<file path="src/rtl/bsg_fifo_1r1w_small_cnt_pkg.sv">
// Shared helpers for the small counted FIFO and its wrap-around pointers.
package bsg_fifo_1r1w_small_cnt_pkg;

  // Next pointer value, clearing to zero after the last slot (no power-of-two assumption).
  function automatic int unsigned wrap_inc(input int unsigned ptr, input int unsigned slots);
    return (ptr == slots - 1) ? 0 : ptr + 1;
  endfunction

endpackage

</file>
<file path="src/rtl/bsg_circ_ptr_wrap.sv">
// Circular pointer that steps by one on add_i and wraps to zero after slots_p-1.
module bsg_circ_ptr_wrap
  import bsg_fifo_1r1w_small_cnt_pkg::*;
#(
  parameter int unsigned slots_p = 4,
  parameter int unsigned width_p = $clog2(slots_p)
) (
  input  logic               clk_i,
  input  logic               reset_n_i,
  input  logic               add_i,
  output logic [width_p-1:0] ptr_o
);

  logic [width_p-1:0] r_ptr;
  logic [width_p-1:0] w_ptr_next;

  always_comb begin
    w_ptr_next = r_ptr;
    if (add_i) begin
      w_ptr_next = width_p'(wrap_inc(32'(r_ptr), slots_p));
    end
  end

  always_ff @(posedge clk_i) begin
    if (!reset_n_i) begin
      r_ptr <= '0;
    end else begin
      r_ptr <= w_ptr_next;
    end
  end

  assign ptr_o = r_ptr;

endmodule

</file>
<file path="src/rtl/bsg_fifo_1r1w_small_cnt.sv">
// Small ready/valid-in, valid/yumi-out FIFO with occupancy count and almost-full flag.
module bsg_fifo_1r1w_small_cnt
  import bsg_fifo_1r1w_small_cnt_pkg::*;
#(
  parameter int unsigned width_p          = 16,
  parameter int unsigned els_p            = 4,
  parameter int unsigned almost_full_lo_p = 1
) (
  input  logic                       clk_i,
  input  logic                       reset_n_i,
  input  logic                       v_i,
  input  logic [width_p-1:0]         data_i,
  output logic                       ready_o,
  output logic                       v_o,
  output logic [width_p-1:0]         data_o,
  input  logic                       yumi_i,
  output logic [$clog2(els_p+1)-1:0] count_o,
  output logic                       almost_full_o
);

  localparam int unsigned lg_els_lp = $clog2(els_p);
  localparam int unsigned lg_cnt_lp = $clog2(els_p + 1);

  logic [width_p-1:0]   r_mem [els_p];
  logic [lg_cnt_lp-1:0] r_count;
  logic [lg_cnt_lp-1:0] w_count_next;
  logic [lg_els_lp-1:0] w_wptr;
  logic [lg_els_lp-1:0] w_rptr;
  logic                 w_enq;
  logic                 w_deq;

  // Flags decode only registered count, so nothing here sees v_i or yumi_i.
  assign ready_o       = (r_count != lg_cnt_lp'(els_p));
  assign v_o           = (r_count != '0);
  assign almost_full_o = (r_count >= lg_cnt_lp'(els_p - almost_full_lo_p));
  assign count_o       = r_count;
  assign data_o        = r_mem[w_rptr];

  assign w_enq = v_i & ready_o;
  assign w_deq = yumi_i & v_o;

  always_comb begin
    w_count_next = r_count;
    if (w_enq && !w_deq) begin
      w_count_next = r_count + lg_cnt_lp'(1);
    end else if (!w_enq && w_deq) begin
      w_count_next = r_count - lg_cnt_lp'(1);
    end
  end

  always_ff @(posedge clk_i) begin
    if (!reset_n_i) begin
      r_count <= '0;
    end else begin
      r_count <= w_count_next;
    end
  end

  // Storage has no reset; a write coinciding with reset is dropped.
  always_ff @(posedge clk_i) begin
    if (w_enq && reset_n_i) begin
      r_mem[w_wptr] <= data_i;
    end
  end

  bsg_circ_ptr_wrap #(
    .slots_p (els_p),
    .width_p (lg_els_lp)
  ) u_wptr (
    .clk_i     (clk_i),
    .reset_n_i (reset_n_i),
    .add_i     (w_enq),
    .ptr_o     (w_wptr)
  );

  bsg_circ_ptr_wrap #(
    .slots_p (els_p),
    .width_p (lg_els_lp)
  ) u_rptr (
    .clk_i     (clk_i),
    .reset_n_i (reset_n_i),
    .add_i     (w_deq),
    .ptr_o     (w_rptr)
  );

  a_yumi_needs_valid: assert property (@(posedge clk_i) disable iff (!reset_n_i) yumi_i |-> v_o)
    else $error("yumi_i asserted while v_o is low");

endmodule

</file>
<file path="config.mk">
export PLATFORM = sky130hd
export DESIGN_NAME = bsg_fifo_1r1w_small_cnt
export DESIGN_NICKNAME = d
export VERILOG_FILES = /design/src/rtl/bsg_fifo_1r1w_small_cnt_pkg.sv /design/src/rtl/bsg_circ_ptr_wrap.sv /design/src/rtl/bsg_fifo_1r1w_small_cnt.sv
export SDC_FILE = /design/constraint.sdc
export NUM_CORES = 1
export LEC_CHECK = 0
export ABC_AREA = 1
export CAP_MARGIN = 15
export CORE_ASPECT_RATIO = 1.75
export CORE_MARGIN = 1.5
export CORE_UTILIZATION = 55
export CTS_CLUSTER_SIZE = 25
export DETAILED_ROUTE_END_ITERATION = 12
export MAX_ROUTING_LAYER = met4
export PLACE_DENSITY = 0.85
export SETUP_SLACK_MARGIN = 0.02
export SLEW_MARGIN = 10
export SYNTH_ARGS = -nofsm -noshare
export SYNTH_HDL_FRONTEND = slang
export SYNTH_SLANG_ARGS = --single-unit
export TNS_END_PERCENT = 50
</file>
<file path="constraint.sdc">
create_clock -name clk_i -period 3.6 [get_ports clk_i]
set_clock_uncertainty 0.2 [all_clocks]
set_input_delay 0.72 -clock clk_i [delete_from_list [all_inputs] [get_ports clk_i]]
set_output_delay 0.72 -clock clk_i [all_outputs]
set_load 0.02 [all_outputs]
</file>
== Word-level counts from Yosys, hierarchy flattened ==
Memory sizes are Yosys's and may differ from the RTL's. A register that Yosys moved wholly into a read port is not among the register bits.
Index checks and enable logic that the tools add are counted.
Storage, ports and cells
  register bits: 7
  RAM bits: 64
  logic and storage cells: 29
  memories kept: 1
Cells by class
  add/subtract/negate cells: 4
  order comparisons: 1
  equality and inequality tests: 3
  muxes and demuxes: 8
  bitwise gates (word level): 2
  reduce and logical (&&, ||, !) cells: 7
Memory list
  r_mem: depth 4, width 16, read ports 1, clocked after Yosys merged registers in 1, wr ports 1, line bsg_fifo_1r1w_small_cnt.sv:24  | logic [width_p-1:0] r_mem [els_p];
Operator list (number)
  $mux W2: 4
  $mux W3: 2
  $add A2 B1 Y2 const B: 2
  $eq A2 B2 Y1 const B: 2
  $add A3 B1 Y3 const B: 1
  $ge A3 B2 Y1 const B: 1
  $logic_and A1 B1 Y1: 3
  $ne A3 B3 Y1 const B: 1
  $reduce_bool A3 Y1: 1
  $sub A3 B1 Y3 const B: 1
  $and A1 B1 Y1: 2
  $logic_not A1 Y1: 2
  $mux W1: 2
  $reduce_bool A2 Y1: 1

== Depth between registers and ports, before layout ==
  word-level depth: 6
  mapped depth: 12
  depth with buffers taken out: 12

== By module ==
Synthesis repeated with hierarchy kept, for this count alone.
Unflattened totals
  cell total of the unflattened synthesis: 216
  area total of the unflattened synthesis: 2782.7 sq um
Modules (own cells, without submodules)
  bsg_fifo_1r1w_small_cnt: instances 1, cells each 190, area each 2590.0 sq um, sequential area each 1981.9 sq um
  bsg_circ_ptr_wrap: instances 2, cells each 13, area each 96.3 sq um, sequential area each 40.0 sq um

== Least setup slack after synthesis ==
No wires, ideal clock.
  path kind: input-to-reg
  start: input port v_i
  end: memory r_mem[0][0] (enable)
  setup time: 0.389 ns
  data arrival time: 1.738 ns
  slack: 1.273 ns
  stages: 3
  path through: a21boi_2 nand2_1 nor2_1
On the way
  cells in the longest elaborated chain, start to end: 4
RTL lines
  start: declaration: line bsg_fifo_1r1w_small_cnt.sv:11  | input logic v_i,
  $and A1 B1 Y1: line bsg_fifo_1r1w_small_cnt.sv:39  | assign w_enq = v_i & ready_o;
  $logic_and A1 B1 Y1: line bsg_fifo_1r1w_small_cnt.sv:61  | if (w_enq && reset_n_i) begin
  $mux W1: line bsg_fifo_1r1w_small_cnt.sv:61
  $mux W1 (implied by the code): line bsg_fifo_1r1w_small_cnt.sv:62  | r_mem[w_wptr] <= data_i;
  end: declaration: line bsg_fifo_1r1w_small_cnt.sv:24
No other way between the ends.

==> flow_metrics.py <==
metrics = {
    "run_status": {
        "outcome": "complete, no violations",
    },
    "clock_tree": {
        "cts-buffers-inserted": 9,
        "post_cts_setup_buffer_count": 0,
        "clock_sink_count": 73,
        "tritoncts": "yes",
        "clk_pin_slew_worst_paths_ns": 0.07,
        "cts-htree-levels": 3,
        "ctsHoldBuffers": 0,
        "cts_root_buf": "sky130_fd_sc_hd__clkbuf_8",
        "clock_insertion_delay_worst_skew_ns": 0.34,
        "cts_resized": 0,
        "clock_tree.buffer_depth": 2,
    },
    "drt": {
        "post-route-drc-count": 0,
        "drt_iter0_drc": 93,
        "detail_route.wl_per_cell_um": 16.5,
        "routed_wl_mm": 5.52,
        "final_antenna_net_count": 0,
        "firstDrtPassIters": 4,
        "via_per_inst": 5.48,
        "detailroute.via_count": 1830,
    },
    "synth": {
        "cell_count_after_synthesis": 226,
        "parity_gate_share_of_the_synthesized_area_counting_xor_and_xnor_cells_pct": 0,
        "synth.largest_area_cell": "sky130_fd_sc_hd__edfxtp_1",
        "yosys-top-cells-area": "sky130_fd_sc_hd__edfxtp_1 (67%), sky130_fd_sc_hd__dfxtp_1 (6.3%), sky130_fd_sc_hd__nor2_1 (6.3%)",
        "yosys_warnings": 0,
        "synth_mux_area_share_pct": 0,
        "synth.ff_latch_count": 73,
        "synth_top_family_by_area": "compound AO/OA/AOI/OAI gates",
        "mean_area_per_synthesized_cell_um2": 12.7,
        "synthSimpleGateAreaFrac_pct": 9.73,
        "portion_of_the_post_synthesis_area_used_by_sequential_elements_pct": 73.3,
        "number_of_unique_standard_cell_types_used_by_synthesis": 20,
        "synth_area_um2": 2870,
        "yosys.area_share.adder_pct": 3.32,
        "synth_top_cell_area_share_pct": 67.0,
        "compound_cell_area_share_of_the_yosys_netlist_pct": 9.99,
        "post_syn_nets": 253,
    },
    "worst_setup_path": {
        "slowest_cell_on_the_critical_path": "sky130_fd_sc_hd__clkdlybuf4s50_1",
        "worstPathCellList": "inv_2 > o21ai_0 > o22ai_1 > clkdlybuf4s50_1",
        "crit_fanout": 32,
        "timing_worst_setup_path_type": "reg2out",
        "critPathRequiredTime_ns": 2.68,
        "worst_setup_path_end_kind": "output pin",
        "cpPeakStageDelay_ns": 0.65,
        "startpoint_type": "register",
        "critical_path_arrival_ns": 2.29,
        "rr_worst_depth": 11,
    },
    "timing": {
        "worst_slew_pin_slew_ns": 0.660,
        "fmax_ghz": 0.311,
        "timing.final.max_slew_violations": 0,
        "period_minus_ws_final_ns": 3.21,
        "timing.setup.tns_ns": 0,
        "timing.final.hold_violations": 0,
        "rsz0062_at_grt": "false",
        "share_of_the_clock_period_used_by_the_worst_path_pct": 89.2,
        "setup-violations-final": 0,
        "slew_headroom_pct": 55.9,
    },
    "floorplanning": {
        "die_width_um": 57.6,
        "die_h_um": 98.5,
        "fp.coreArea_um2": 4980,
        "effective_utilization_at_floorplan_pct": 57.6,
        "num_rows": 34,
        "io_pins": 42,
        "fp.dieArea_um2": 5670,
    },
    "global_routing": {
        "grt_usage_pct": 22.1,
        "globalRouteOverflowTotal": 0,
        "first_global_vias": 1866,
        "grt_pass1_wl_mm": 8.74,
        "grt_start_max_net_pins": 33,
        "number_of_antenna_violations_at_the_first_check_in_global_routing": 0,
    },
    "finish": {
        "antennaDiodeCount": 0,
        "drive_gt1_share_pct": 7.86,
        "fillerInstances": 350,
        "area.sequential_um2": 2100,
        "finish.net_count": 302,
        "syn2layout_area_growth_pct": 22.0,
        "multi_input_area_um2": 661,
        "most-common-layout-cells": "sky130_fd_sc_hd__edfxtp_1 (64), sky130_fd_sc_hd__nor2_1 (48), sky130_fd_sc_hd__clkdlybuf4s50_1 (41)",
        "layout.cells.most_common": "sky130_fd_sc_hd__edfxtp_1",
    },
    "worst_hold_path": {
        "hold_path.class": "reg2reg",
        "hold_depth": 2,
    },
    "power": {
        "leakage_nw": 1.25,
        "powerDensity_nw_per_um2": 725,
        "power.total_mw": 2.54,
        "power.ir.vdd_worst_v": 0.000723,
        "pwr-share-comb_pct": 36.2,
        "power.net_switching_mw": 0.873,
        "net_switching_share_of_the_total_power_pct": 34.4,
        "internal-power_mw": 1.66,
        "p_clk_share_pct": 21.0,
        "power_frac_seq_pct": 42.8,
    },
    "placement": {
        "dp_hpwl_mm": 3.69,
        "globalplace.congestion": 0.766,
        "place.port_buffers": 41,
    },
    "flow_run": {
        "drv.max_cap_violation_count": 0,
    },
}
## final cells by class
class,count,area share [%]
Sequential cell,73,60.1
Multi-Input combinational cell,129,18.9
Timing Repair Buffer,46,12.8
Clock buffer,15,4.47
Tap cell,54,1.93
Inverter,16,1.72
Clock inverter,1,0.143
## state kept, by name, summed over array words and instances, names as in the netlist, named ones only
register	flops
count_o	3
u_rptr.ptr_o	2
r_mem	64
u_wptr.ptr_o	2
## per-layer routing
metal | GRT usage (%) | share of wire [%] | vias up
met5 | - | 0 | -
met4 | 11.8 | 2.7 | 0
met3 | 5.51 | 3.5 | 13
met2 | 37.2 | 56 | 48
met1 | 23.1 | 37 | 868
li1 | - | - | 901
## worst max-delay path: cells and delay by family, from the launching register on
kind	cells	cell delay, ns
compound gates	2	0.38
buf+inv	2	1.13
flops	1	0.45
## metrics by stage
| step | hold slack, ns | utilization (%) | instance area [um^2] | worst slack [ns] | instances |
|---|---|---|---|---|---|
| floorplan | 0.294 | - | 2870 | 1.27 | 226 |
| global placement | 0.318 | 67.1 | 3340 | 0.791 | 318 |
| detailed placement | 0.324 | 67.1 | 3340 | 0.737 | 318 |
| CTS | 0.334 | 70.3 | 3500 | 0.359 | 334 |
| global route | 0.366 | 70.3 | 3500 | 0.224 | 334 |
| finish | 0.328 | 70.3 | 3500 | 0.387 | 334 |
## power groups by stage
| stage | Combinational, mW | Sequential, mW | Clock, mW |
|---|---|---|---|
| after floorplan | 0.546 | 1.09 | 0 |
| after global placement | 0.895 | 1.10 | 0 |
| after detailed placement | 0.922 | 1.10 | 0 |
| after CTS | 0.928 | 1.08 | 0.543 |
| after global routing | 1.00 | 1.09 | 0.579 |
| final | 0.919 | 1.09 | 0.533 |
## cells in the mapped netlist (all sizes together)
| cell | n |
|---|---|
| a21boi | 1 |
| nand4 | 1 |
| nand3 | 2 |
| nor2 | 49 |
| dfxtp | 9 |
| o22ai | 16 |
| inv | 16 |
| buf | 8 |
| nand3b | 1 |
| ha | 6 |
| nand2 | 17 |
| fa | 1 |
| edfxtp | 64 |
| o21ai | 34 |
| a21oi | 1 |
## cells by family after synthesis
| logic type | after synthesis |
|---|---|
| DFF | 73 |
| and+or+nand+nor | 70 |
| AOI/OAI and AO/OA | 52 |
| buffers and inverters | 24 |
| adders and majority gates | 7 |
## final timing paths
kind / end / startpoint / slack, ns
max: data_o[14] / register / 0.39
min: u_wptr.ptr_o[0]$_SDFFE_PN0P_ / u_wptr.ptr_o[0]$_SDFFE_PN0P_ / 0.33
max reg2reg: count_o[2]$_SDFFE_PN0P_ / count_o[0]$_SDFFE_PN0P_ / 1.53
min reg2reg: u_wptr.ptr_o[0]$_SDFFE_PN0P_ / u_wptr.ptr_o[0]$_SDFFE_PN0P_ / 0.33
(Power assumes the default switching activity.)
